$ cat src/rtl/pic_pkg.sv
// Shared encodings for the PIC priority/acknowledge block: OCW2 commands,
// INTA sequencer states and command-word bit positions.
package pic_pkg;

    localparam logic [2:0] ROT_AEOI_CLR = 3'b000;
    localparam logic [2:0] EOI_NS       = 3'b001;
    localparam logic [2:0] EOI_SP       = 3'b011;
    localparam logic [2:0] ROT_AEOI_SET = 3'b100;
    localparam logic [2:0] ROT_NS       = 3'b101;
    localparam logic [2:0] SET_PRI      = 3'b110;
    localparam logic [2:0] ROT_SP       = 3'b111;

    localparam int LTIM_BIT = 3;
    localparam int AEOI_BIT = 1;

    typedef enum logic [1:0] {
        IDLE = 2'd0,
        ACK1 = 2'd1,
        ACK2 = 2'd2
    } inta_state_t;

    // Position of a level in the scan order that starts just after lp;
    // a smaller rank means higher priority.
    function automatic logic [2:0] scan_rank(input logic [2:0] lvl, input logic [2:0] lp);
        return lvl - lp - 3'd1;
    endfunction

endpackage

$ cat src/rtl/pic_prio_resolver.sv
// Rotating first-set finder: scans levels lp+1, lp+2, ..., lp (3-bit wrap)
// and reports the first set bit of the vector.
module pic_prio_resolver (
    input  logic [7:0] i_vec,
    input  logic [2:0] i_lp,
    output logic       o_found,
    output logic [2:0] o_lvl
);

    logic       w_hit;
    logic [2:0] w_lvl;
    logic [2:0] w_idx;

    always_comb begin
        w_hit = 1'b0;
        w_lvl = 3'd0;
        w_idx = 3'd0;
        for (int k = 1; k <= 8; k++) begin
            w_idx = i_lp + 3'(k);
            if (!w_hit && i_vec[w_idx]) begin
                w_hit = 1'b1;
                w_lvl = w_idx;
            end
        end
    end

    assign o_found = w_hit;
    assign o_lvl   = w_lvl;

endmodule

$ cat src/rtl/pic_priority_ack.sv
// PIC IRR/ISR, priority resolution, INT generation, 8086 INTA sequencer and
// OCW2 handling. Optional macro PIC_IR_SYNC_EN adds 2-flop input synchronizers.
//
// state | meaning
// IDLE  | waiting for the first INTA falling edge
// ACK1  | level latched and ISR set, waiting for the second falling edge
// ACK2  | vector byte driven until INTA rises
module pic_priority_ack
    import pic_pkg::*;
#(
    parameter logic [2:0] SPURIOUS_LEVEL = 3'd7,
    parameter logic [2:0] RESET_LP       = 3'd7
) (
    input  logic       clk,
    input  logic       rst_n,
    input  logic [7:0] ir,
    input  logic       inta_n,
    input  logic       icw1_wr,
    input  logic       init_done,
    input  logic [7:0] icw1,
    input  logic [7:0] icw2,
    input  logic [7:0] icw4,
    input  logic [7:0] ocw1,
    input  logic [7:0] ocw2,
    input  logic       ocw2_wr,
    output logic       int_o,
    output logic [7:0] data_o,
    output logic       data_oe,
    output logic [7:0] irr_o,
    output logic [7:0] isr_o
);

    logic [7:0]  w_ir;
    logic        w_inta_n;

`ifdef PIC_IR_SYNC_EN
    logic [7:0]  r_ir_s1;
    logic [7:0]  r_ir_s2;
    logic        r_inta_s1;
    logic        r_inta_s2;

    always_ff @(posedge clk or negedge rst_n) begin
        if (!rst_n) begin
            r_ir_s1   <= 8'h00;
            r_ir_s2   <= 8'h00;
            r_inta_s1 <= 1'b1;
            r_inta_s2 <= 1'b1;
        end else begin
            r_ir_s1   <= ir;
            r_ir_s2   <= r_ir_s1;
            r_inta_s1 <= inta_n;
            r_inta_s2 <= r_inta_s1;
        end
    end

    assign w_ir     = r_ir_s2;
    assign w_inta_n = r_inta_s2;
`else
    assign w_ir     = ir;
    assign w_inta_n = inta_n;
`endif

    logic [7:0]  r_irr;
    logic [7:0]  r_isr;
    logic        r_int;
    logic [7:0]  r_data;
    logic        r_data_oe;
    logic [2:0]  r_lp;
    logic        r_rot_aeoi;
    inta_state_t r_state;
    logic [7:0]  r_ir_prev;
    logic        r_inta_prev;
    logic [2:0]  r_ack_lvl;
    logic        r_spurious;

    logic [7:0]  w_irr_nxt;
    logic [7:0]  w_isr_nxt;
    logic        w_int_nxt;
    logic [7:0]  w_data_nxt;
    logic        w_oe_nxt;
    logic [2:0]  w_lp_nxt;
    logic        w_rot_nxt;
    inta_state_t w_state_nxt;
    logic [2:0]  w_ack_nxt;
    logic        w_spur_nxt;

    logic [7:0]  w_irr_smp;
    logic [7:0]  w_irr_clr;
    logic [7:0]  w_isr_set;
    logic [7:0]  w_isr_clr;

    logic        w_req_found;
    logic [2:0]  w_req_lvl;
    logic        w_isr_found;
    logic [2:0]  w_isr_lvl;
    logic        w_req_first;
    logic        w_inta_fall;
    logic        w_inta_rise;
    logic [2:0]  w_ocw2_cmd;
    logic [2:0]  w_ocw2_lvl;

    pic_prio_resolver u_req_res (
        .i_vec   (r_irr & ~ocw1),
        .i_lp    (r_lp),
        .o_found (w_req_found),
        .o_lvl   (w_req_lvl)
    );

    pic_prio_resolver u_isr_res (
        .i_vec   (r_isr),
        .i_lp    (r_lp),
        .o_found (w_isr_found),
        .o_lvl   (w_isr_lvl)
    );

    // A request equal to the in-service level does not preempt it.
    assign w_req_first = w_req_found &
                         (~w_isr_found |
                          (scan_rank(w_req_lvl, r_lp) < scan_rank(w_isr_lvl, r_lp)));

    assign w_inta_fall = r_inta_prev & ~w_inta_n;
    assign w_inta_rise = ~r_inta_prev & w_inta_n;
    assign w_ocw2_cmd  = ocw2[7:5];
    assign w_ocw2_lvl  = ocw2[2:0];

    always_comb begin
        w_state_nxt = r_state;
        w_ack_nxt   = r_ack_lvl;
        w_spur_nxt  = r_spurious;
        w_data_nxt  = r_data;
        w_oe_nxt    = r_data_oe;
        w_lp_nxt    = r_lp;
        w_rot_nxt   = r_rot_aeoi;
        w_int_nxt   = init_done & w_req_first;
        w_irr_clr   = 8'h00;
        w_isr_set   = 8'h00;
        w_isr_clr   = 8'h00;

        if (icw1[LTIM_BIT]) begin
            w_irr_smp = w_ir;
        end else begin
            w_irr_smp = w_ir & (r_irr | ~r_ir_prev);
        end

        if (init_done) begin
            case (r_state)
                IDLE: begin
                    if (w_inta_fall) begin
                        w_state_nxt = ACK1;
                        w_int_nxt   = 1'b0;
                        if (w_req_found) begin
                            w_ack_nxt              = w_req_lvl;
                            w_spur_nxt             = 1'b0;
                            w_isr_set[w_req_lvl]   = 1'b1;
                            w_irr_clr[w_req_lvl]   = 1'b1;
                        end else begin
                            w_ack_nxt  = SPURIOUS_LEVEL;
                            w_spur_nxt = 1'b1;
                        end
                    end
                end
                ACK1: begin
                    if (w_inta_fall) begin
                        w_state_nxt = ACK2;
                        w_data_nxt  = {icw2[7:3], r_ack_lvl};
                        w_oe_nxt    = 1'b1;
                    end
                end
                ACK2: begin
                    if (w_inta_rise) begin
                        w_state_nxt = IDLE;
                        w_oe_nxt    = 1'b0;
                        if (icw4[AEOI_BIT]) begin
                            if (!r_spurious) begin
                                w_isr_clr[r_ack_lvl] = 1'b1;
                            end
                            if (r_rot_aeoi) begin
                                w_lp_nxt = r_ack_lvl;
                            end
                        end
                    end
                end
                default: w_state_nxt = IDLE;
            endcase
        end

        if (ocw2_wr) begin
            case (w_ocw2_cmd)
                EOI_NS: begin
                    if (w_isr_found) begin
                        w_isr_clr[w_isr_lvl] = 1'b1;
                    end
                end
                EOI_SP: w_isr_clr[w_ocw2_lvl] = 1'b1;
                ROT_NS: begin
                    if (w_isr_found) begin
                        w_isr_clr[w_isr_lvl] = 1'b1;
                        w_lp_nxt             = w_isr_lvl;
                    end
                end
                ROT_SP: begin
                    w_isr_clr[w_ocw2_lvl] = 1'b1;
                    w_lp_nxt              = w_ocw2_lvl;
                end
                SET_PRI:      w_lp_nxt  = w_ocw2_lvl;
                ROT_AEOI_SET: w_rot_nxt = 1'b1;
                ROT_AEOI_CLR: w_rot_nxt = 1'b0;
                default: ;
            endcase
        end

        // Clears use the pre-cycle ISR; a same-cycle ACK1 set wins.
        w_irr_nxt = w_irr_smp & ~w_irr_clr;
        w_isr_nxt = (r_isr & ~w_isr_clr) | w_isr_set;

        if (icw1_wr) begin
            w_irr_nxt   = 8'h00;
            w_isr_nxt   = 8'h00;
            w_lp_nxt    = RESET_LP;
            w_rot_nxt   = 1'b0;
            w_state_nxt = IDLE;
            w_oe_nxt    = 1'b0;
            w_int_nxt   = 1'b0;
        end
    end

    always_ff @(posedge clk or negedge rst_n) begin
        if (!rst_n) begin
            r_irr       <= 8'h00;
            r_isr       <= 8'h00;
            r_int       <= 1'b0;
            r_data      <= 8'h00;
            r_data_oe   <= 1'b0;
            r_lp        <= RESET_LP;
            r_rot_aeoi  <= 1'b0;
            r_state     <= IDLE;
            r_ir_prev   <= 8'h00;
            r_inta_prev <= 1'b1;
            r_ack_lvl   <= 3'd0;
            r_spurious  <= 1'b0;
        end else begin
            r_irr       <= w_irr_nxt;
            r_isr       <= w_isr_nxt;
            r_int       <= w_int_nxt;
            r_data      <= w_data_nxt;
            r_data_oe   <= w_oe_nxt;
            r_lp        <= w_lp_nxt;
            r_rot_aeoi  <= w_rot_nxt;
            r_state     <= w_state_nxt;
            r_ir_prev   <= w_ir;
            r_inta_prev <= w_inta_n;
            r_ack_lvl   <= w_ack_nxt;
            r_spurious  <= w_spur_nxt;
        end
    end

    logic w_unused;
    assign w_unused = ^{icw1[7:4], icw1[2:0], icw2[2:0], icw4[7:2], icw4[0], ocw2[4:3]};

    assign int_o   = r_int;
    assign data_o  = r_data;
    assign data_oe = r_data_oe;
    assign irr_o   = r_irr;
    assign isr_o   = r_isr;

endmodule

$ cat config.mk
export PLATFORM = sky130hd
export DESIGN_NAME = pic_priority_ack
export DESIGN_NICKNAME = d
export VERILOG_FILES = /design/src/rtl/pic_pkg.sv /design/src/rtl/pic_prio_resolver.sv /design/src/rtl/pic_priority_ack.sv
export SDC_FILE = /design/constraint.sdc
export NUM_CORES = 1
export LEC_CHECK = 0
export BUFFER_PORTS_ARGS = -buffer_cell sky130_fd_sc_hd__buf_4
export CORE_MARGIN = 2
export CORE_UTILIZATION = 59
export CTS_BUF_LIST = sky130_fd_sc_hd__clkbuf_8
export DETAILED_ROUTE_END_ITERATION = 6
export GPL_ROUTABILITY_DRIVEN = 0
export PLACE_DENSITY = 0.87
export SLEW_MARGIN = 0
export SYNTH_ARGS = -nofsm -noshare
export SYNTH_HDL_FRONTEND = slang
export SYNTH_SLANG_ARGS = --single-unit
$ cat constraint.sdc
create_clock -name clk -period 7.4 [get_ports clk]
set_clock_uncertainty 0.05 [all_clocks]
set_input_delay 0.37 -clock clk [delete_from_list [all_inputs] [get_ports clk]]
set_output_delay 0.37 -clock clk [all_outputs]
set_load 0.005 [all_outputs]
==> flow_summary.toml, run 1 <==
[worst_setup_path]
path_class = "flip-flop to flip-flop"
cp-start-kind = "flip-flop"
timing.rr.start = "r_lp[1]"
critPathRequiredTime_ps = 7550
worstReg2RegEnd = "int_o"
r2r_setup_slack_ps = 1300
cp_max_fo = 26
crit_path_end_kind = "flip-flop"
worst-endpoint-arrival_ps = 6250
r2r_cells = 16

[clock_network]
clock_sinks = 45
cts_hold_buf = 0
root_buffer = "clkbuf_8"
cts_tree = "yes"
clk_path_buf_depth = 2
cts_resized = 0
post-cts-setup-buffer-count = 0
htree_num_levels = 2
numCtsBuffers = 5
clk_pin_slew_ps = 90
worstSkewPairLatency_ps = 300

[route]
viasPerCell = 6.960
ant_nets = 0
vias = 4204
drc = 0
drt_iter0_markers = 447
routed_wl_um = 12110
routedWlPerCell_um = 20.04
first_pass_iters = 5

[pwr]
power.density_nw_per_um2 = 166.4
cellLeakagePower_nw = 2.079
fin_total_pwr_w = 0.0008290
peakVddDrop_v = 0.0001697

[timing]
worst_pin_slew_ps = 908.3
setup-violations-final = 0
hold_viol = 1
rsz0062_at_grt = "false"
period_minus_slack_ps = 6097
maxSlewViolCount = 0
period_share_pct = 82.39
timing.hold.ws_ps = -0.3010
max_freq_ghz = 0.1640
tns_ps = 0
max-slew-margin-rel_pct = 39.01

[grt]
grt_util_met3_pct = 3.005
grt_pass1_vias = 3998
met2_usage_pct = 48.69
grt_max_degree = 46
antenna_found_initial = 0
overflow = 0
grt_usage_pct = 29.50
grt-busiest-layer = "met2"
grt_use_met1_pct = 39.55
grt_pass1_wl_um = 19640

[synth]
yosysWarnings = 0
yosys.area.top_type = "dfrtp_1"
synth_area_per_cell_um2 = 9.644
synth.cell_area_um2 = 4417
synthCells = 458
async_flop_share_pct = 100.0
synthTopCellsByArea = "dfrtp_1, mux4_2, mux2i_1, nor2_1, nand2_1"
synth_seq_cells = 45
synth_commonest_cells = "dfrtp_1, nor2_1, nand2_1"
postSynthNetCount = 520
synth.distinct_cells = 85
synth_top_area_share_pct = 23.23
synth_ff_type = "dfrtp_1"
ys_seq_area_share_pct = 25.61
synth_edf_count = 0
yosysMostFrequentCell = "dfrtp_1"

[worst_hold_path]
hold_class = "primary input to asynchronous set/reset pin"

[floorplanning]
start_util_pct = 60.89
ios = 80
dieArea_um2 = 8194
rows = 31
chipWidth_um = 90.52
dieHeight_um = 90.52
coreArea_um2 = 7253

[layout]
multi_input_area_um2 = 3074
num-fill-cells = 542
drive_gt1_share_pct = 27.52
antenna_cells = 0
fin_nets = 566
areaGrowthSynthToFinish_pct = 12.80
finalNonFillerCells = 604
seq_area_um2 = 1131

[placed_design]
placed_cells = 596
port_buffers = 60
place_hpwl_um = 8789

[flow_run]
cap_violations = 0

[run_status]
status = "finished with violations"
violations = "hold timing"
-- layout by cell type (no fill, tap or decap), drive strengths merged, types with 6 or more instances in the layout --
cell type | synthesis | routed
buf | 14 | 63
dfrtp | 41 | 41
nor2 | 40 | 40
nand2 | 37 | 37
mux2i | 28 | 28
mux4 | 28 | 28
a21oi | 21 | 21
o21ai | 19 | 19
inv | 17 | 19
nand3 | 16 | 16
nand2b | 15 | 15
nor2b | 13 | 13
mux2 | 12 | 12
nor3 | 10 | 10
a31oi | 8 | 8
o22ai | 7 | 7
o31ai | 7 | 7
and4 | 7 | 7
ha | 6 | 6
or2 | 6 | 6
and3 | 6 | 6
-- worst max path at each step --
stage | start | endpoint | slack, ps
after CTS | r_lp[1] | int_o | 1430
after detailed placement | r_lp[1] | int_o | 1430
after global placement | r_lp[1] | int_o | 1560
final | r_lp[1] | int_o | 1300
after global routing | r_lp[1] | int_o | 1020
after floorplan | r_lp[1] | int_o | 2100
-- layer usage --
| layer | share of wire, % | vias up | wire length, um |
|---|---|---|---|
| met1 | 39 | 2015 | 4665 |
| met5 | 0 | - | 0 |
| met4 | 4.2 | 0 | 505 |
| met2 | 49 | 274 | 5887 |
| met3 | 8.7 | 58 | 1049 |
| li1 | - | 1857 | - |
-- cells by family (layout without fill, tap and decap cells) --
family	count (synthesis)	in the layout	share of synthesized area, %
AO/OA/AOI/OAI	112	112	19.07
adder cells (fa/ha/maj)	8	8	2.606
buffers and inverters	41	88	4.787
flip-flops	45	45	25.61
XOR/XNOR	6	6	1.530
AND/OR/NAND/NOR	178	178	22.18
multiplexers	68	68	24.22
-- power by group --
group	internal [W]	total, W	leakage [nW]	switching [W]
Combinational	0.000148	0.000320	1.45	0.000172
Sequential	0.000275	0.000316	0.569	0.0000410
Clock	0.000103	0.000193	0.0591	0.0000897
-- stage by stage --
step | instance area, um^2 | util [%] | worst slack [ps]
after global placement | 4866 | 67.09 | 1563
after detailed placement | 4866 | 67.09 | 1427
after floorplan | 4417 | - | 2099
final | 4982 | 68.69 | 1303
after CTS | 4982 | 68.69 | 1429
after global routing | 4982 | 68.69 | 1023
-- worst max-delay path, stage by stage, from the launching register on --
cell and delay, ps:
dfstp_2 950, inv_1 350, ha_1 780, buf_4 300
mux4_2 410, mux2i_4 240, a32oi_4 130, nor4_1 540
a211oi_1 180, a22oi_2 440, fa_1 500, inv_1 70
ha_1 220, a21o_1 160, a21o_1 170, a21oi_1 180
nor4bb_1 290
-- layout make-up --
| type | instances | share of cell area [%] |
|---|---|---|
| Inverter | 17 | 1.281 |
| Tap cell | 99 | 2.486 |
| Multi-Input combinational cell | 372 | 61.70 |
| Clock inverter | 3 | 0.9543 |
| Sequential cell | 45 | 22.70 |
| Timing Repair Buffer | 63 | 9.493 |
| Clock buffer | 5 | 1.381 |
-- flip-flops by register name (all words and copies together) (netlist names) --
name / count
isr_o: 8
r_spurious: 1
r_inta_prev: 1
irr_o: 8
data_o: 8
r_lp: 3
int_o: 1
r_state: 2
r_rot_aeoi: 1
data_oe: 1
r_ack_lvl: 3
r_ir_prev: 8
Power figures use the tool's default switching activity.
==> run 2: changes to the inputs <==
--- a/config.mk
+++ b/config.mk
@@ -5,13 +5,14 @@
 export SDC_FILE = /design/constraint.sdc
 export NUM_CORES = 1
 export LEC_CHECK = 0
+export ABC_AREA = 1
 export BUFFER_PORTS_ARGS = -buffer_cell sky130_fd_sc_hd__buf_4
 export CORE_MARGIN = 2
-export CORE_UTILIZATION = 59
+export CORE_UTILIZATION = 52
 export CTS_BUF_LIST = sky130_fd_sc_hd__clkbuf_8
 export DETAILED_ROUTE_END_ITERATION = 6
 export GPL_ROUTABILITY_DRIVEN = 0
-export PLACE_DENSITY = 0.87
+export PLACE_DENSITY = 0.82
 export SLEW_MARGIN = 0
 export SYNTH_ARGS = -nofsm -noshare
 export SYNTH_HDL_FRONTEND = slang
==> constraint.sdc (replaced) <==
create_clock -name clk -period 5.03 [get_ports clk]
set_clock_uncertainty 0.05 [all_clocks]
set_input_delay 0.2515 -clock clk [delete_from_list [all_inputs] [get_ports clk]]
set_output_delay 0.2515 -clock clk [all_outputs]
set_load 0.005 [all_outputs]
==> run 2 against run 1 <==
Effect of this change: largest cell class unchanged; die area grew 0.58%; critical path type unchanged; critical path depth grew 5; utilization shrank 5.4 points; critical endpoint unchanged; hold slack gained 6.9 ps; non-clock buffer count grew 9; count of clock-buffer cells in the layout is the same; via count is essentially flat; sequential share of layout area grew 1.8 points; the run now ends clean; register-to-register slack lost 820 ps.
==> flow_summary.toml, run 2 <==
[worst_setup_path]
cp_max_fo = 20
worst-endpoint-arrival_ps = 4710
cp_slowest_cell = "dfstp_2"
cpLargestDelayFamily = "simple AND/OR/NAND/NOR gates"
critPathRequiredTime_ps = 5190
cp-start-kind = "flip-flop"
path_class = "flip-flop to flip-flop"
cpMostUsedCell = "nand2_1"
cp_num_buf_inv = 3
crit_path_end_kind = "flip-flop"
cp_cell_sequence = "inv_2, ha_1, inv_1, nand2_1, nand3_1, nand2_1, nor2_4, nand2_1, nor2_1, a21oi_1, nor2_1, nand3_1, nand2_1, inv_1, ha_1, fa_1, xnor2_1, ha_1, a21oi_1, nand2_1, a211oi_1"
cp_slowest_stage_delay_ps = 800

[timing]
maxSlewViolCount = 0
hold_viol = 0
tns_ps = 0
period_share_pct = 90.49
setup-violations-final = 0
setup_slack_ps = 478.6
rsz0062_at_grt = "false"
worst_pin_slew_ps = 730.4
period_minus_slack_ps = 4551
max-slew-margin-rel_pct = 51.13
max_freq_ghz = 0.2197

[synth]
yosysMostFrequentCell = "nand2_1"
synth_seq_cells = 45
ys_seq_area_share_pct = 28.88
synth_top_area_share_pct = 26.20
synth.cell_area_um2 = 3916
yosys.area.top_type = "dfrtp_1"
synthCells = 600
async_flop_share_pct = 100.0
synth.distinct_cells = 48
yosysWarnings = 0
synthTopCellsByArea = "dfrtp_1, nand2_1, nand3_1, inv_1, nor2_1"
synth_ff_type = "dfrtp_1"
synth_area_per_cell_um2 = 6.527
synth_commonest_cells = "nand2_1, inv_1, nand3_1"
postSynthNetCount = 662
synth_edf_count = 0

[layout]
mostFrequentLayoutCell = "nand2_1"
antenna_cells = 0
areaGrowthSynthToFinish_pct = 17.80
fin_nets = 726
num-fill-cells = 687
final_cell_area_um2 = 4613
multi_input_area_um2 = 2365
seq_area_um2 = 1131
drive_gt1_share_pct = 18.95
final_cell_mix = "nand2_1, inv_1, buf_4"

[floorplanning]
coreArea_um2 = 7292
dieHeight_um = 90.78
start_util_pct = 53.71
chipWidth_um = 90.78
dieArea_um2 = 8241
rows = 31
ios = 80

[route]
vias = 4200
routed_wl_um = 10900
viasPerCell = 5.497
first_pass_iters = 6
drt_iter0_markers = 285
ant_nets = 0
routedWlPerCell_um = 14.26
drc = 0

[grt]
grt_pass1_vias = 3874
grt_usage_pct = 26.50
antenna_found_initial = 0
grt_pass1_wl_um = 17990
grt_max_degree = 46
overflow = 0

[placed_design]
placed_cell_area_um2 = 4422
place_hpwl_um = 8397
port_buffers = 60
pre_cts_ws_ps = 580.4

[clock_network]
post-cts-setup-buffer-count = 0
cts_resized = 0
root_buffer = "clkbuf_8"
clk_path_buf_depth = 2
cts_hold_buf = 1
cts_tree = "yes"
worstSkewPairLatency_ps = 310
clock_sinks = 45
htree_num_levels = 2
numCtsBuffers = 5
clk_pin_slew_ps = 90

[run_status]
status = "finished clean"

[worst_hold_path]
hold_class = "primary input to flip-flop"

[pwr]
peakVddDrop_v = 0.0002846
power.density_nw_per_um2 = 343.6
cellLeakagePower_nw = 2.391

[flow_run]
cap_violations = 0
## run 2: cell types whose count changed after synthesis, sizes merged, moves of 13 or more
cell	before	now
nor2	40	69
nor2b	13	0
inv	17	84
mux4	28	0
nand2	37	182
nand2b	15	0
nand3	16	65
o21ai	19	51
mux2i	28	0
## run 2: layout make-up
type,count,area share (%)
Multi-Input combinational cell,455,51.26
Sequential cell,45,24.52
Tap cell,99,2.685
Clock inverter,3,0.9222
Clock buffer,5,1.492
Inverter,85,6.970
Timing Repair Buffer,72,12.15
## run 2: through the flow
step	power [W]	hold WS, ps	utilization [%]	std cells
final	0.001585	6.645	63.26	764
after global routing	0.001708	3.630	63.26	764
after CTS	0.001572	7.138	62.30	757
after detailed placement	0.001293	229.3	60.64	748
after global placement	0.001261	228.5	60.64	748
after floorplan	0.001050	-94.09	-	600
## run 2: worst register-to-register path: stages, from the launching register on
cell,delay (ps)
dfstp_2,800
inv_2,80
ha_1,320
inv_1,340
nand2_1,130
nand3_1,150
nand2_1,120
nor2_4,190
nand2_1,110
nor2_1,170
a21oi_1,70
nor2_1,90
nand3_1,80
nand2_1,200
inv_1,80
ha_1,200
fa_1,410
xnor2_1,140
ha_1,300
a21oi_1,140
nand2_1,70
a211oi_1,250
## run 2: report_power, final
group	leakage, nW	internal (W)	total [W]	switching [W]
sequential	0.558	0.000436	0.000502	0.0000663
combinational	1.77	0.000310	0.000804	0.000493
clock	0.0595	0.000147	0.000279	0.000132
total	2.39	0.000894	0.00158	0.000691
## run 2: worst paths after layout
kind,from,to,slack (ps),cells after the start
max,r_lp[0],int_o,480,21
min reg2reg,r_ir_prev[4],irr_o[4],450,3
max in group asynchronous,rst_n,r_lp[1],4130,2
min in group asynchronous,rst_n,data_o[6],420,2
max reg2reg,r_lp[0],int_o,480,21
min,inta_n,r_inta_prev,7,1
## run 2: cell families (layout without fill, tap and decap cells)
| family | count (synthesis) | in the layout | synth area share (%) |
|---|---|---|---|
| simple gates | 340 | 340 | 39.78 |
| compound gates | 97 | 97 | 14.73 |
| buf+inv | 100 | 165 | 10.73 |
| fa+ha+maj | 8 | 8 | 2.939 |
| xor+xnor | 5 | 5 | 1.502 |
| mux | 5 | 5 | 1.438 |
| flops | 45 | 45 | 28.88 |
## run 2: routing by layer
layer  vias to the layer above  global-route usage, %  wire length (um)
li1                       2071                      -                 -
met5                         -                      0                 0
met2                       174                  45.21              5350
met4                         0                  7.071               215
met3                        26                  3.255               773
met1                      1929                  35.69              4557
==> run 3: changes to the inputs <==
--- a/config.mk
+++ b/config.mk
@@ -8,12 +8,13 @@
 export ABC_AREA = 1
 export BUFFER_PORTS_ARGS = -buffer_cell sky130_fd_sc_hd__buf_4
 export CORE_MARGIN = 2
-export CORE_UTILIZATION = 52
+export CORE_UTILIZATION = 50
 export CTS_BUF_LIST = sky130_fd_sc_hd__clkbuf_8
 export DETAILED_ROUTE_END_ITERATION = 6
 export GPL_ROUTABILITY_DRIVEN = 0
-export PLACE_DENSITY = 0.82
+export PLACE_DENSITY = 0.79
 export SLEW_MARGIN = 0
 export SYNTH_ARGS = -nofsm -noshare
 export SYNTH_HDL_FRONTEND = slang
+export SYNTH_HIERARCHICAL = 1
 export SYNTH_SLANG_ARGS = --single-unit
==> run 3 against run 2 <==
Effect of this change: hold slack better by 12 ps; largest cell class unchanged; clock power down 18%; via count up 0.76%; power down 5.8%; largest power group unchanged; critical endpoint unchanged; maximum frequency about the same; critical path depth up 3; synthesized cell count up 1.3%; die area up 8.7%; first-iteration DRC count down 33%.
==> flow_summary.toml, run 3 <==
[floorplanning]
chipWidth_um = 94.67
dieArea_um2 = 8961
coreArea_um2 = 8093
rows = 33
dieHeight_um = 94.67
start_util_pct = 50.79
ios = 80

[pwr]
peakVddDrop_v = 0.0002468
cellLeakagePower_nw = 2.518
fin_total_pwr_w = 0.001493
power.density_nw_per_um2 = 313.3

[clock_network]
htree_num_levels = 2
clk_pin_slew_ps = 90
worstSkewPairLatency_ps = 310
numCtsBuffers = 5
cts_resized = 0
root_buffer = "clkbuf_8"
clock_sinks = 45
cts_tree = "yes"
post-cts-setup-buffer-count = 0
cts_hold_buf = 6
clk_path_buf_depth = 2

[worst_setup_path]
crit_path_end_kind = "flip-flop"
critPathRequiredTime_ps = 5240
cp_max_fo = 13
path_class = "flip-flop to flip-flop"
worst-endpoint-arrival_ps = 4760
cp-start-kind = "flip-flop"

[route]
drt_iter0_markers = 192
routed.top_layer = "met4"
vias = 4232
drc = 0
met1_length_um = 4526
dr_wl_met2_um = 5561
routedWlPerCell_um = 14.08
viasPerCell = 5.440
routed_wl_um = 10950
ant_nets = 0
first_pass_iters = 5
wl_met3_um = 562

[grt]
grt_max_degree = 46
grt_pass1_vias = 4047
grt_pass1_wl_um = 18270
grt_usage_pct = 25.56
antenna_found_initial = 0
overflow = 0

[layout]
multi_input_area_um2 = 2535
final_cell_mix = "nand2_1, nand3_1, inv_1"
drive_gt1_share_pct = 24.22
finalNonFillerCells = 778
mostFrequentLayoutCell = "nand2_1"
areaGrowthSynthToFinish_pct = 15.98
num-fill-cells = 745
antenna_cells = 0
fin_nets = 736
seq_area_um2 = 1131

[timing]
max-slew-margin-rel_pct = 55.81
hold_viol = 0
max_freq_ghz = 0.2198
worst_pin_slew_ps = 662.9
rsz0062_at_grt = "false"
period_minus_slack_ps = 4549
period_share_pct = 90.45
setup-violations-final = 0
tns_ps = 0
maxSlewViolCount = 0

[synth]
synthTopCellsByArea = "dfrtp_1, nand2_1, nand3_1, inv_1, nor2_1"
synth_area_per_cell_um2 = 6.760
synth_seq_cells = 45
synth_edf_count = 0
yosysMostFrequentCell = "nand2_1"
synth_top_area_share_pct = 24.96
yosys.area.top_type = "dfrtp_1"
synth.distinct_cells = 39
synth.cell_area_um2 = 4110
ys_seq_area_share_pct = 27.52
synth_ff_type = "dfrtp_1"
yosysWarnings = 6
async_flop_share_pct = 100.0
synth_commonest_cells = "nand2_1, nand3_1, inv_1"
postSynthNetCount = 672
synthCells = 608

[run_status]
status = "finished clean"

[placed_design]
port_buffers = 60
place_hpwl_um = 8631
placed_cells = 762

[flow_run]
cap_violations = 0

[worst_hold_path]
hold_class = "primary input to flip-flop"
run 3: path summary, 6_finish.rpt:
check	cells after the start	slack, ps	endpoint	startpoint
hold reg to reg	2	430	data_o[7]	data_o[7]
hold / removal	1	20	r_ir_prev[1]	ir[1]
setup / recovery	24	480	int_o	r_lp[1]
setup reg to reg	24	480	int_o	r_lp[1]
min in group asynchronous	2	420	r_ir_prev[6]	rst_n
max in group asynchronous	2	4110	r_lp[0]	rst_n
run 3: area by class of cell:
type / count / area share (%)
clock buffer: 5 / 1.444
sequential: 45 / 23.73
clock inverter: 3 / 0.4462
timing repair buffer: 70 / 11.44
tap: 105 / 2.756
inverter: 89 / 7.008
multi-input combinational: 461 / 53.18
run 3: power breakdown:
part	internal [W]	switching (W)	total, W
clock network	0.0000986	0.000131	0.000230
logic	0.000283	0.000484	0.000767
registers	0.000430	0.0000674	0.000497
run 3: logic make-up (layout without fill, tap and decap cells):
family / after synthesis / after routing / share of synthesized area, %
flip-flops: 45 / 45 / 27.52
adder cells (fa/ha/maj): 10 / 10 / 3.410
AO/OA/AOI/OAI: 60 / 60 / 9.041
XOR/XNOR: 8 / 8 / 2.983
buffers and inverters: 102 / 167 / 10.81
AND/OR/NAND/NOR: 383 / 383 / 46.24
run 3: worst max-delay path, cell delays in order (launching register included):
cell	delay (ps)
dfstp_2	830
inv_2	150
ha_1	440
inv_2	150
nand3_1	120
nand3_1	130
nand2_1	120
inv_2	80
nand4_2	130
nor2_4	180
nand2_1	80
nand2_1	60
nand2_1	50
nand2_1	220
ha_1	210
inv_1	50
fa_1	370
xnor2_1	150
xor2_1	170
ha_1	320
a21oi_1	170
nand2_1	70
nand2_1	70
nand3_1	80
inv_1	60
run 3: metal layers:
layer / track usage, % / vias to the layer above
met5: 0 / -
met1: 31.07 / 1961
li1: - / 2109
met2: 45.57 / 136
met4: 9.783 / 0
met3: 3.671 / 26
run 3: metrics by stage:
step                setup WS [ps]  hold slack (ps)  utilization, %  cell area, um^2
floorplan                    1103           -94.09               -             4110
global placement            602.7            225.3           56.80             4597
detailed placement          476.0            235.7           56.80             4597
CTS                         465.1            1.251           58.66             4747
global route                122.8            5.485           58.91             4767
finish                      480.6            18.86           58.91             4767
